### config.mk
export PLATFORM = sky130hd
export DESIGN_NAME = fp_link_ctrl
export DESIGN_NICKNAME = d
export VERILOG_FILES = /design/src/rtl/fp_link_ctrl.sv
export SDC_FILE = /design/constraint.sdc
export NUM_CORES = 1
export LEC_CHECK = 0
export CORE_MARGIN = 5
export CORE_UTILIZATION = 41
export CTS_CLUSTER_DIAMETER = 80
export DETAILED_ROUTE_END_ITERATION = 7
export HOLD_SLACK_MARGIN = 0.15
export PLACE_DENSITY = 0.62
export SETUP_SLACK_MARGIN = 0.4
export SLEW_MARGIN = 25
export SYNTH_ARGS = -nofsm -noshare
export SYNTH_HDL_FRONTEND = slang
export SYNTH_SLANG_ARGS = --single-unit
### constraint.sdc
create_clock -name PI_CLK -period 2.1 [get_ports PI_CLK]
set_input_delay 0.63 -clock PI_CLK [delete_from_list [all_inputs] [get_ports PI_CLK]]
set_output_delay 0.63 -clock PI_CLK [all_outputs]
set_load 0.02 [all_outputs]
### src/rtl/fp_link_ctrl.sv
// rtl/fp_link_ctrl.sv - U62 front-panel serial link controller
//
// Receives a command byte from U62 over SCK/SDATA, turns the line around,
// returns the drive status byte, then releases the line. Decoded transport
// commands are handed to the drive sequencer through a one-entry buffer.
//
// Optional build macro: FP_PARITY_EN (9-bit frames with odd parity).
//
// Ports:
//   PI_CLK, RESET_n        system clock, synchronous active-low reset
//   SCK, SDATA_IN          asynchronous link inputs from the pad
//   SDATA_OUT, SDATA_OE    SDATA drive value / drive enable for the top-level tristate
//   status_in              current drive status returned to U62
//   cmd_code, cmd_raw      decoded command (1 PLAY, 2 STOP, 3 REWIND, 4 FF) and raw byte
//   cmd_valid, cmd_ready   command handshake towards the drive sequencer
//   STCH                   status differs from the value last returned to U62
//   link_busy              transaction in progress
//   err_unknown            pulse: unrecognised command (or parity error)
//   err_timeout            pulse: transaction aborted by the watchdog
//   overrun                pulse: pending command overwritten before acceptance

module fp_link_ctrl #(
   parameter int TIMEOUT_CYCLES = 20000,
   parameter int SYNC_STAGES    = 2
) (
   input  logic       PI_CLK,
   input  logic       RESET_n,
   input  logic       SCK,
   input  logic       SDATA_IN,
   output logic       SDATA_OUT,
   output logic       SDATA_OE,
   input  logic [7:0] status_in,
   output logic [2:0] cmd_code,
   output logic [7:0] cmd_raw,
   output logic       cmd_valid,
   input  logic       cmd_ready,
   output logic       STCH,
   output logic       link_busy,
   output logic       err_unknown,
   output logic       err_timeout,
   output logic       overrun
);

`ifdef FP_PARITY_EN
   localparam int FRAME = 9;
`else
   localparam int FRAME = 8;
`endif
   localparam int WDW = $clog2(TIMEOUT_CYCLES + 1);

   typedef enum logic [2:0] {IDLE, RX, TURN, TX, REL} state_t;

   state_t                 state, state_n;
   logic [3:0]             bit_cnt, cnt_n;
   logic [FRAME-1:0]       rx_shift, rx_n;
   logic [FRAME-1:0]       tx_shift, tx_n;
   logic [FRAME-1:0]       rx_frame;
   logic [FRAME-1:0]       tx_load;
   logic [7:0]             rep_status;
   logic [WDW-1:0]         wdog, wdog_n;
   logic                   oe_n, out_n;
   logic                   frame_done, abort;
   logic                   dec_pend;

   logic [SYNC_STAGES-1:0] sck_sync, sda_sync;
   logic                   sck_q;
   logic                   sck_s, sda_s, rise, fall;

   // Both inputs travel through identical chains so a data sample stays
   // aligned with the clock edge detected in the same cycle.
   assign sck_s = sck_sync[SYNC_STAGES-1];
   assign sda_s = sda_sync[SYNC_STAGES-1];
   assign rise  = sck_s & ~sck_q;
   assign fall  = ~sck_s & sck_q;

`ifdef FP_PARITY_EN
   assign tx_load = {status_in, ~^status_in};
`else
   assign tx_load = status_in;
`endif

   always_comb begin
      state_n    = state;
      cnt_n      = bit_cnt;
      rx_n       = rx_shift;
      tx_n       = tx_shift;
      oe_n       = SDATA_OE;
      out_n      = SDATA_OUT;
      frame_done = 1'b0;
      abort      = 1'b0;
      wdog_n     = (state == IDLE || rise || fall) ? '0 : wdog + 1'b1;

      case (state)
         IDLE: begin
            if (rise) begin
               rx_n    = {rx_shift[FRAME-2:0], sda_s};
               cnt_n   = 4'd1;
               state_n = RX;
            end
         end
         RX: begin
            if (rise) begin
               rx_n = {rx_shift[FRAME-2:0], sda_s};
               if (bit_cnt == 4'(FRAME - 1)) begin
                  frame_done = 1'b1;
                  tx_n       = tx_load;
                  cnt_n      = 4'd0;
                  state_n    = TURN;
               end else begin
                  cnt_n = bit_cnt + 4'd1;
               end
            end
         end
         TURN: begin
            if (fall) begin
               oe_n    = 1'b1;
               out_n   = tx_shift[FRAME-1];
               tx_n    = {tx_shift[FRAME-2:0], 1'b0};
               state_n = TX;
            end
         end
         TX: begin
            // The first bit was launched by the TURN fall; each later fall
            // launches the next one, and U62 samples on the rises.
            if (fall) begin
               out_n = tx_shift[FRAME-1];
               tx_n  = {tx_shift[FRAME-2:0], 1'b0};
            end
            if (rise) begin
               if (bit_cnt == 4'(FRAME - 1)) begin
                  cnt_n   = 4'd0;
                  state_n = REL;
               end else begin
                  cnt_n = bit_cnt + 4'd1;
               end
            end
         end
         REL: begin
            if (fall) begin
               oe_n    = 1'b0;
               out_n   = 1'b0;
               state_n = IDLE;
            end
         end
         default: state_n = IDLE;
      endcase

      if (state != IDLE && !rise && !fall && wdog == WDW'(TIMEOUT_CYCLES - 1)) begin
         abort   = 1'b1;
         state_n = IDLE;
         cnt_n   = 4'd0;
         oe_n    = 1'b0;
         out_n   = 1'b0;
         wdog_n  = '0;
      end
   end

   // Decode stage, one cycle after the last RX rise.
   logic [7:0] rx_byte;
   logic [2:0] dec_code;
   logic       dec_idle, par_ok, new_cmd, bad_cmd;

   assign rx_byte = rx_frame[FRAME-1 -: 8];
`ifdef FP_PARITY_EN
   assign par_ok = ^rx_frame;
`else
   assign par_ok = 1'b1;
`endif

   always_comb begin
      dec_code = 3'd0;
      dec_idle = 1'b0;
      case (rx_byte)
         8'h80:   dec_code = 3'd1;
         8'h60:   dec_code = 3'd2;
         8'h20:   dec_code = 3'd3;
         8'h40:   dec_code = 3'd4;
         8'h08:   dec_idle = 1'b1;
         default: dec_code = 3'd0;
      endcase
   end

   assign new_cmd = dec_pend & par_ok & (dec_code != 3'd0);
   assign bad_cmd = dec_pend & (~par_ok | ((dec_code == 3'd0) & ~dec_idle));

   always_ff @(posedge PI_CLK) begin
      if (!RESET_n) begin
         sck_sync    <= '1;
         sda_sync    <= '1;
         sck_q       <= 1'b1;
         state       <= IDLE;
         bit_cnt     <= 4'd0;
         rx_shift    <= '0;
         tx_shift    <= '0;
         rx_frame    <= '0;
         rep_status  <= 8'h00;
         wdog        <= '0;
         dec_pend    <= 1'b0;
         SDATA_OUT   <= 1'b0;
         SDATA_OE    <= 1'b0;
         cmd_code    <= 3'd0;
         cmd_raw     <= 8'h00;
         cmd_valid   <= 1'b0;
         STCH        <= 1'b0;
         link_busy   <= 1'b0;
         err_unknown <= 1'b0;
         err_timeout <= 1'b0;
         overrun     <= 1'b0;
      end else begin
         sck_sync    <= {sck_sync[SYNC_STAGES-2:0], SCK};
         sda_sync    <= {sda_sync[SYNC_STAGES-2:0], SDATA_IN};
         sck_q       <= sck_s;
         state       <= state_n;
         bit_cnt     <= cnt_n;
         rx_shift    <= rx_n;
         tx_shift    <= tx_n;
         wdog        <= wdog_n;
         SDATA_OUT   <= out_n;
         SDATA_OE    <= oe_n;
         link_busy   <= (state_n != IDLE);
         dec_pend    <= frame_done;
         err_timeout <= abort;
         err_unknown <= bad_cmd;
         overrun     <= 1'b0;
         STCH        <= (status_in != rep_status);

         if (frame_done) begin
            rx_frame   <= rx_n;
            rep_status <= status_in;
         end

         // A same-cycle accept frees the slot, so the new command is not an overrun.
         if (new_cmd) begin
            cmd_code  <= dec_code;
            cmd_raw   <= rx_byte;
            cmd_valid <= 1'b1;
            overrun   <= cmd_valid & ~cmd_ready;
         end else if (cmd_valid && cmd_ready) begin
            cmd_valid <= 1'b0;
         end
      end
   end

endmodule

==> results.py, run 1 <==
metrics = {
    "layout": {
        "mostFrequentLayoutCell": "dfxtp_1",
        "mostFrequentLayoutCells": "dfxtp_1 (75), nor2_1 (49), mux2i_1 (25)",
        "syn2layout_area_growth_pct": 22.5,
        "fillerInstances": 770,
        "fin_nets": 409,
        "utilization_pct": 52.3,
        "seqCellArea_um2": 1590,
        "drive_above_1_share_pct": 13.3,
        "n_antenna_cell": 0,
        "multi_input_area_um2": 1690,
    },
    "hold_path": {
        "hold_start": "sda_sync[0]",
        "hp-class": "flop to flop",
    },
    "global_routing": {
        "grt-ovfl-total": 0,
        "grt-busiest-layer": "met2",
        "track_usage_pct": 13.0,
        "met3_usage_pct": 3.34,
        "grt_max_degree": 27,
        "grt_pass1_wl_um": 10600,
        "use_met2_pct": 19.2,
        "grtUsageMet1_pct": 17.5,
        "grt_pass1_vias": 2332,
        "antenna_found_initial": 0,
    },
    "worst_setup_path": {
        "cpMaxStageDelayCell": "dfxtp_4",
        "end_kind": "flop",
        "rr_endpoint": "tx_shift[5]",
        "ff2ff_setup_slack_ns": 0.44,
        "reg2reg_depth": 6,
        "cp_num_buf_inv": 1,
        "arrival_ns": 1.94,
        "crit_chain": "ha_4, and3b_2, a32oi_2, buf_4, or3_1, a21oi_1",
        "start_kind": "flop",
        "cp.required_ns": 2.37,
        "startpoint": "bit_cnt[0]",
        "cp_num_cells": 6,
        "critPathKind": "flop to flop",
        "crit_path_max_incr_delay_ns": 0.38,
        "r2r-start": "bit_cnt[0]",
        "crit_path_end": "tx_shift[5]",
        "cp_max_fo": 8,
        "cp_top_family": "simple AND/OR/NAND/NOR gates",
    },
    "timing": {
        "max_freq_ghz": 0.601,
        "worst_clock_skew_ns": 0.0122,
        "drv_slew": 0,
        "finalHoldViolCount": 0,
        "setup_viol": 0,
        "fin_tns_setup_ns": 0,
        "period_minus_slack_ns": 1.66,
        "relSlewSlack_pct": 67.5,
        "period_share_pct": 79.2,
        "grt_setup_unrepaired": "true",
        "tightest_slew_ns": 0.484,
    },
    "power_and_ir_drop": {
        "seqPwrFrac_pct": 57.6,
        "p_clk_share_pct": 38.2,
        "leakagePower_nw": 1.62,
        "ir_drop_mv": 0.272,
        "swShare_pct": 23.1,
        "combPwrFrac_pct": 4.2,
        "net-switching-power_uw": 605,
        "p_int_mw": 2.02,
        "power_density_nw_per_um2": 642,
    },
    "logic_synthesis": {
        "synth-simple-area-share_pct": 23.1,
        "synth_area_um2": 3330,
        "muxShareOfSynthArea_pct": 7.51,
        "ys_types": 45,
        "yosys_warnings": 0,
        "synth_adder_area_share_pct": 0.751,
        "syn_area_per_cell_um2": 9.33,
        "yosys.area_share.xor_xnor_pct": 6.05,
        "syn_nets": 372,
        "ys_seq_area_share_pct": 47.5,
        "syn_inst": 357,
        "synth_compound_area_share_pct": 11.1,
        "synth_seq_cells": 79,
        "synth_top_family_by_area": "simple AND/OR/NAND/NOR gates",
    },
    "detailed_routing": {
        "wl_per_cell_um": 13.0,
        "dr.pass1.iters": 4,
        "viasPerCell": 5.11,
        "drc": 0,
        "ant_nets": 0,
        "num_vias": 2562,
        "routed_wl_um": 6530,
        "drt_iter0_markers": 40,
    },
    "clock_network": {
        "clk_latency_ns": 0.34,
        "cts.htree.levels": 3,
        "cts_hold_buf": 0,
        "cts_inserted_buffers": 9,
        "cts_tree": "yes",
        "cts_buffer_depth": 2,
        "cts_root_buf": "clkbuf_8",
        "cts_sinks": 79,
        "clk_transition_reported_paths_ns": 0.08,
    },
    "placement": {
        "gp_congestion": 0.757,
        "hpwlAfterDp_um": 4270,
        "port_buffers": 31,
    },
    "floorplanning": {
        "std_cell_rows": 32,
        "die-area_um2": 10000,
        "core-area_um2": 7810,
        "initial_core_util_pct": 42.7,
        "ios": 32,
        "dieHeight_um": 100,
        "die_w_um": 100,
    },
    "run": {
        "cap_violations": 0,
    },
    "outcome": {
        "outcome": "completed",
    },
}
## sequential cells by signal (all words and copies together), names as in the netlist, 2 cells and up
signal / flops
bit_cnt: 4
sck_sync: 2
rx_shift: 8
rep_status: 8
cmd_raw: 8
tx_shift: 8
cmd_code: 3
state: 3
sda_sync: 2
rx_byte: 8
wdog: 15
## layer usage
layer | wire [um] | vias to the layer above
li1 | - | 1324
met2 | 2970 | 50
met5 | 0 | -
met4 | 121 | 0
met3 | 277 | 11
met1 | 3160 | 1177
## area by class of cell
type / count / share of cell area [%]
clock inverters: 5 / 0.828
multi-input cells: 251 / 41.5
clock buffers: 11 / 3.46
inverters: 4 / 0.368
well taps: 102 / 3.13
flip-flops and latches: 79 / 39.0
repair buffers: 49 / 11.7
## metrics by stage
| stage | cells | setup WS (ns) | instance area [um2] | hold WS, ns | power (mW) |
|---|---|---|---|---|---|
| detailed placement | 480 | 0.0258 | 3770 | 0.410 | 1.65 |
| floorplan | 357 | 0.430 | 3340 | 0.386 | 1.60 |
| global route | 501 | 0.378 | 4080 | 0.476 | 2.75 |
| CTS | 496 | 0.375 | 3930 | 0.440 | 2.65 |
| finish | 501 | 0.437 | 4080 | 0.425 | 2.62 |
| global placement | 480 | 0.0434 | 3770 | 0.409 | 1.65 |
## kinds of logic after synthesis
logic type / count (synthesis)
buffers and inverters: 28
AO/OA/AOI/OAI: 59
AND/OR/NAND/NOR: 141
multiplexers: 25
flip-flops: 79
adder cells (fa/ha/maj): 2
XOR/XNOR: 23
## how the worst min path moves through the flow
stage,cells past startpoint,endpoint
after global placement,1,sck_sync[1]
after floorplan,1,sck_sync[1]
final,1,sda_sync[1]
after detailed placement,1,sck_sync[1]
after CTS,1,sda_sync[1]
after global routing,1,sck_sync[1]
## synthesized netlist by cell type
library cell	count	area, um2
xnor2_1	3	26.3
and2_1	3	18.8
nand2_1	13	48.8
nand4_2	1	12.5
nor4_1	2	12.5
inv_1	2	7.51
nand3b_1	1	7.51
o31ai_1	1	7.51
nand2b_1	11	68.8
a31oi_1	2	12.5
buf_1	2	7.51
a2111oi_0	2	17.5
mux2i_1	25	250
clkbuf_1	11	41.3
a32oi_1	2	17.5
nor2b_1	8	50.1
and3b_1	1	8.76
a2bb2oi_1	1	8.76
a21oi_1	23	115
buf_2	7	35.0
or3_1	10	62.6
nor3_1	6	30.0
nor3_4	1	16.3
and3_1	9	56.3
or4_1	1	7.51
ha_1	2	25.0
a211oi_1	10	75.1
clkinv_1	1	3.75
nand2b_4	1	13.8
nor2_1	49	184
o41ai_4	1	27.5
dfxtp_1	79	1580
buf_4	3	22.5
inv_2	1	3.75
buf_6	1	11.3
nand4_1	7	43.8
xor2_1	20	175
nor4_2	1	12.5
nand3_1	7	35.0
nor4b_1	1	8.76
nand4b_1	2	17.5
and4_1	5	43.8
o22ai_1	2	12.5
or4_4	1	11.3
o21ai_0	15	75.1
## power by group through the flow
stage                     clock network, mW  logic (mW)  registers [mW]
final                                  1.00       0.110            1.51
after global placement                    0       0.107            1.55
after CTS                              1.03       0.107            1.51
after floorplan                           0      0.0586            1.55
after detailed placement                  0       0.108            1.55
after global routing                   1.12       0.121            1.51
## what timing repair did
| item | in CTS | in global routing |
|---|---|---|
| buffers inserted | 0 | 2 |
| gates resized for setup | 24 | 24 |
| endpoints found under the setup margin | 63 | 68 |
| pin swaps | 0 | 2 |
| cloned | 0 | 3 |
Note: power is estimated with default switching activity, not from simulation.
==> inputs of run 2 (changes only) <==
- clock period: 2.1 -> 1.6 ns (I/O delays scaled with it)
==> results.py, run 2 (synthesis gave the netlist of run 1 again) <==
metrics = {
    "detailed_routing": {
        "wl_met3_um": 303,
        "top_layer": "met4",
        "dr.pass1.iters": 5,
        "wl_met2_um": 3920,
        "drt_iter0_markers": 82,
        "ant_nets": 0,
        "viasPerCell": 5.12,
        "num_vias": 2786,
        "wl_per_cell_um": 14.5,
        "drc": 0,
        "routed_wl_um": 7870,
        "met1Wirelength_um": 3540,
    },
    "floorplanning": {
        "die-area_um2": 10000,
        "core-area_um2": 7810,
        "ios": 32,
        "die_w_um": 100,
        "initial_core_util_pct": 42.7,
        "std_cell_rows": 32,
        "dieHeight_um": 100,
    },
    "power_and_ir_drop": {
        "leakagePower_nw": 1.91,
        "seqPwrFrac_pct": 51.9,
        "power_mw": 3.82,
        "ir_drop_mv": 0.450,
        "p_int_mw": 2.98,
        "combPwrFrac_pct": 4.9,
        "p_clk_share_pct": 43.2,
        "swShare_pct": 21.9,
        "power_density_nw_per_um2": 776,
        "net-switching-power_uw": 834,
    },
    "layout": {
        "fin_nets": 452,
        "n_antenna_cell": 0,
        "mostFrequentLayoutCell": "buf_4",
        "drive_above_1_share_pct": 44.8,
        "top_register": "wdog",
        "mostFrequentLayoutCells": "buf_4 (48), dfxtp_1 (46), dfxtp_2 (31)",
        "syn2layout_area_growth_pct": 47.8,
        "utilization_pct": 63.0,
        "largest_reg_flops": 15,
    },
    "timing": {
        "relSlewSlack_pct": 73.5,
        "max_freq_ghz": 0.643,
        "tightest_slew_ns": 0.398,
        "period_minus_slack_ns": 1.56,
        "setup_viol": 0,
        "period_share_pct": 97.3,
        "grt_setup_unrepaired": "true",
        "layout_setup_ws_ns": 0.0439,
        "fin_tns_setup_ns": 0,
        "finalHoldViolCount": 0,
        "worst_clock_skew_ns": 0.0157,
        "drv_slew": 0,
    },
    "placement": {
        "hpwlAfterDp_um": 4740,
        "gp_congestion": 0.778,
        "port_buffers": 31,
        "dp_slack_ns": -0.261,
    },
    "worst_setup_path": {
        "end_kind": "flop",
        "cp.required_ns": 1.82,
        "cp_max_fo": 5,
        "arrival_ns": 1.78,
        "start_kind": "flop",
        "critPathKind": "flop to flop",
    },
    "global_routing": {
        "antenna_found_initial": 0,
        "grt_pass1_wl_um": 12500,
        "grt_pass1_vias": 2658,
        "track_usage_pct": 15.4,
        "grt-ovfl-total": 0,
        "grt_max_degree": 39,
    },
    "clock_network": {
        "cts_root_buf": "clkbuf_8",
        "cts_tree": "yes",
        "clk_transition_reported_paths_ns": 0.08,
        "clk_latency_ns": 0.36,
        "cts_hold_buf": 0,
        "cts_inserted_buffers": 9,
        "cts.htree.levels": 3,
        "cts_sinks": 79,
        "cts_buffer_depth": 2,
    },
    "run": {
        "cap_violations": 0,
    },
    "outcome": {
        "outcome": "completed",
    },
    "hold_path": {
        "hp-class": "flop to flop",
    },
}
## run 2: cell type report
cell class | count | area [um2]
clock buffers | 11 | 141
multi-input cells | 251 | 2040
inverters | 4 | 15.0
fillers | 665 | 2890
flip-flops and latches | 79 | 1630
well taps | 102 | 128
repair buffers | 92 | 891
clock inverters | 5 | 81.3
## run 2: power groups by stage
stage	clock (mW)	combinational, mW	sequential [mW]
after CTS	1.67	0.165	1.98
after floorplan	0	0.0797	2.03
after global placement	0	0.150	2.03
after global routing	1.77	0.203	1.98
after detailed placement	0	0.153	2.03
final	1.65	0.186	1.98
## run 2: metal layers
layer / global-route usage [%] / up-vias
met1: 20.2 / 1326
met4: 6.84 / 0
met5: 0 / -
met2: 23.6 / 40
met3: 4.10 / 6
li1: - / 1414
## run 2: worst paths after layout
check | from | to | slack (ns) | cells past startpoint
setup reg to reg | wdog[5] | state[0] | 0.04 | 5
hold reg to reg | sck_sync[0] | sck_sync[1] | 0.42 | 1
hold / removal | sck_sync[0] | sck_sync[1] | 0.42 | 1
setup / recovery | wdog[5] | state[0] | 0.04 | 5
## run 2: per-stage QoR
step                instances  hold WS [ns]  cell area (um2)
global route              544         0.432             4920
detailed placement        506         0.401             4040
finish                    544         0.424             4920
global placement          506         0.393             4040
CTS                       540         0.424             4630
floorplan                 357         0.386             3480
## run 2: repair_timing
item                                    in CTS  in global routing
endpoints found under the setup margin      92                 93
gates cloned                                 3                  1
buffers inserted                            15                  3
gates resized for setup                    177                 62
pin swaps                                   15                 13
## run 2: worst max-delay path: stages, from the launching register on
cell	delay [ns]
dfxtp_2	0.34
nor4b_4	0.34
nand4_4	0.15
o41ai_4	0.35
buf_6	0.21
a211oi_2	0.05
==> inputs of run 3 (changes only) <==
- SLEW_MARGIN: 25 -> 40
- clock period: 1.6 -> 1.7 ns (I/O delays scaled with it)
==> results.py, run 3 (synthesis gave the netlist of run 1 again) <==
metrics = {
    "outcome": {
        "outcome": "completed",
    },
    "floorplanning": {
        "core-area_um2": 7810,
        "die-area_um2": 10000,
        "dieHeight_um": 100,
        "die_w_um": 100,
        "ios": 32,
        "initial_core_util_pct": 42.7,
        "std_cell_rows": 32,
    },
    "clock_network": {
        "cts_inserted_buffers": 9,
        "cts.htree.levels": 3,
        "clk_transition_reported_paths_ns": 0.08,
        "cts_root_buf": "clkbuf_8",
        "cts_tree": "yes",
        "clk_latency_ns": 0.34,
        "cts_buffer_depth": 2,
        "cts_sinks": 79,
    },
    "global_routing": {
        "antenna_found_initial": 0,
        "use_met2_pct": 24.4,
        "grt-ovfl-total": 0,
        "grtUsageMet1_pct": 19.4,
        "grt_max_degree": 39,
        "grt-busiest-layer": "met2",
        "grt_pass1_vias": 2664,
        "met3_usage_pct": 3.20,
        "track_usage_pct": 15.1,
        "grt_pass1_wl_um": 12400,
    },
    "timing": {
        "tightest_slew_ns": 0.500,
        "relSlewSlack_pct": 66.4,
        "period_share_pct": 93.2,
        "worst_clock_skew_ns": 0.00927,
        "max_freq_ghz": 0.631,
        "finalHoldViolCount": 0,
        "setup_viol": 0,
        "period_minus_slack_ns": 1.59,
        "grt_setup_unrepaired": "true",
        "drv_slew": 0,
    },
    "layout": {
        "n_antenna_cell": 0,
        "fillerInstances": 650,
        "multi_input_area_um2": 1970,
        "largest_reg_flops": 15,
        "mostFrequentLayoutCells": "dfxtp_1 (47), buf_4 (40), nor2_1 (33)",
        "seqCellArea_um2": 1640,
        "mostFrequentLayoutCell": "dfxtp_1",
        "finalNonFillerCells": 540,
        "top_register": "wdog",
        "fin_nets": 448,
        "drive_above_1_share_pct": 41.1,
        "syn2layout_area_growth_pct": 45.0,
    },
    "power_and_ir_drop": {
        "leakagePower_nw": 1.91,
        "power_mw": 3.27,
        "ir_drop_mv": 0.461,
        "power_density_nw_per_um2": 677,
    },
    "placement": {
        "place_inst": 490,
        "hpwlAfterDp_um": 4530,
        "gp_congestion": 0.777,
        "port_buffers": 31,
    },
    "detailed_routing": {
        "drt_iter0_markers": 110,
        "routed_wl_um": 7670,
        "wl_per_cell_um": 14.2,
        "viasPerCell": 5.16,
        "drc": 0,
        "dr.pass1.iters": 4,
        "num_vias": 2789,
        "ant_nets": 0,
    },
    "worst_setup_path": {
        "arrival_ns": 1.81,
        "critPathKind": "flop to flop",
        "cp_max_fo": 6,
        "start_kind": "flop",
        "cp.required_ns": 1.93,
        "end_kind": "flop",
    },
    "hold_path": {
        "hp-class": "flop to flop",
    },
    "run": {
        "cap_violations": 0,
    },
}
## run 3: cell count changes in the layout (fill, tap and decap cells not counted), moves of 4 or more
cell / previous run / this run
and3_1: 3 / 9
dlygate4sd2_1: 7 / 3
dfxtp_2: 31 / 26
buf_4: 48 / 40
dlymetal6s2s_1: 0 / 4
dfxtp_4: 2 / 6
and3_4: 6 / 0
## run 3: layout make-up
cell class                 count  area share [%]
sequential                    79            33.9
tap                          102            2.64
clock buffer                  12            3.01
timing repair buffer          87            18.7
clock inverter                 4           0.648
multi-input combinational    252            40.8
inverter                       4           0.311
## run 3: power breakdown
group / leakage, nW / internal, mW / switching [mW]
clock: 0.0788 / 0.574 / 0.663
sequential: 0.654 / 1.85 / 0.00898
combinational: 1.17 / 0.0845 / 0.0894
total: 1.91 / 2.51 / 0.761
## run 3: timing repair
| action | 4_1_cts | 5_1_grt |
|---|---|---|
| pin swaps | 11 | 15 |
| gates cloned | 4 | 2 |
| gates resized for setup | 179 | 52 |
| endpoints found under the setup margin | 90 | 92 |
| setup buffers | 18 | 10 |
| hold endpoints to repair | 0 | 0 |
| hold buffers | 0 | 0 |
## run 3: routing by layer
metal / routed length [um] / up-vias
li1: - / 1407
met1: 3520 / 1333
met2: 3780 / 41
met3: 276 / 8
met4: 97 / 0
met5: 0 / -
## run 3: critical path, cell delays in order (launching register included)
cell,delay (ns)
dfxtp_4,0.38
nor2b_4,0.16
buf_4,0.14
buf_4,0.13
o41ai_4,0.39
buf_4,0.22
nor2_1,0.05
## run 3: path summary, 6_finish.rpt
path	slack, ns	cells past startpoint	end	from
setup / recovery	0.11	6	SDATA_OE	sck_sync[1]
hold / removal	0.42	1	sck_sync[1]	sck_sync[0]
setup reg to reg	0.11	6	SDATA_OE	sck_sync[1]
hold reg to reg	0.42	1	sck_sync[1]	sck_sync[0]
## run 3: stage by stage
step / util [%] / area [um2] / hold WS, ns / worst slack [ns] / setup TNS [ns]
final: 61.9 / 4830 / 0.423 / 0.115 / 0
after global routing: 61.9 / 4830 / 0.445 / 0.00694 / 0
after CTS: 57.5 / 4490 / 0.414 / 0.157 / 0
after detailed placement: 50.1 / 3910 / 0.394 / -0.217 / -3.17
after global placement: 50.1 / 3910 / 0.391 / -0.167 / -2.54
after floorplan: - / 3460 / 0.386 / 0.0579 / 0
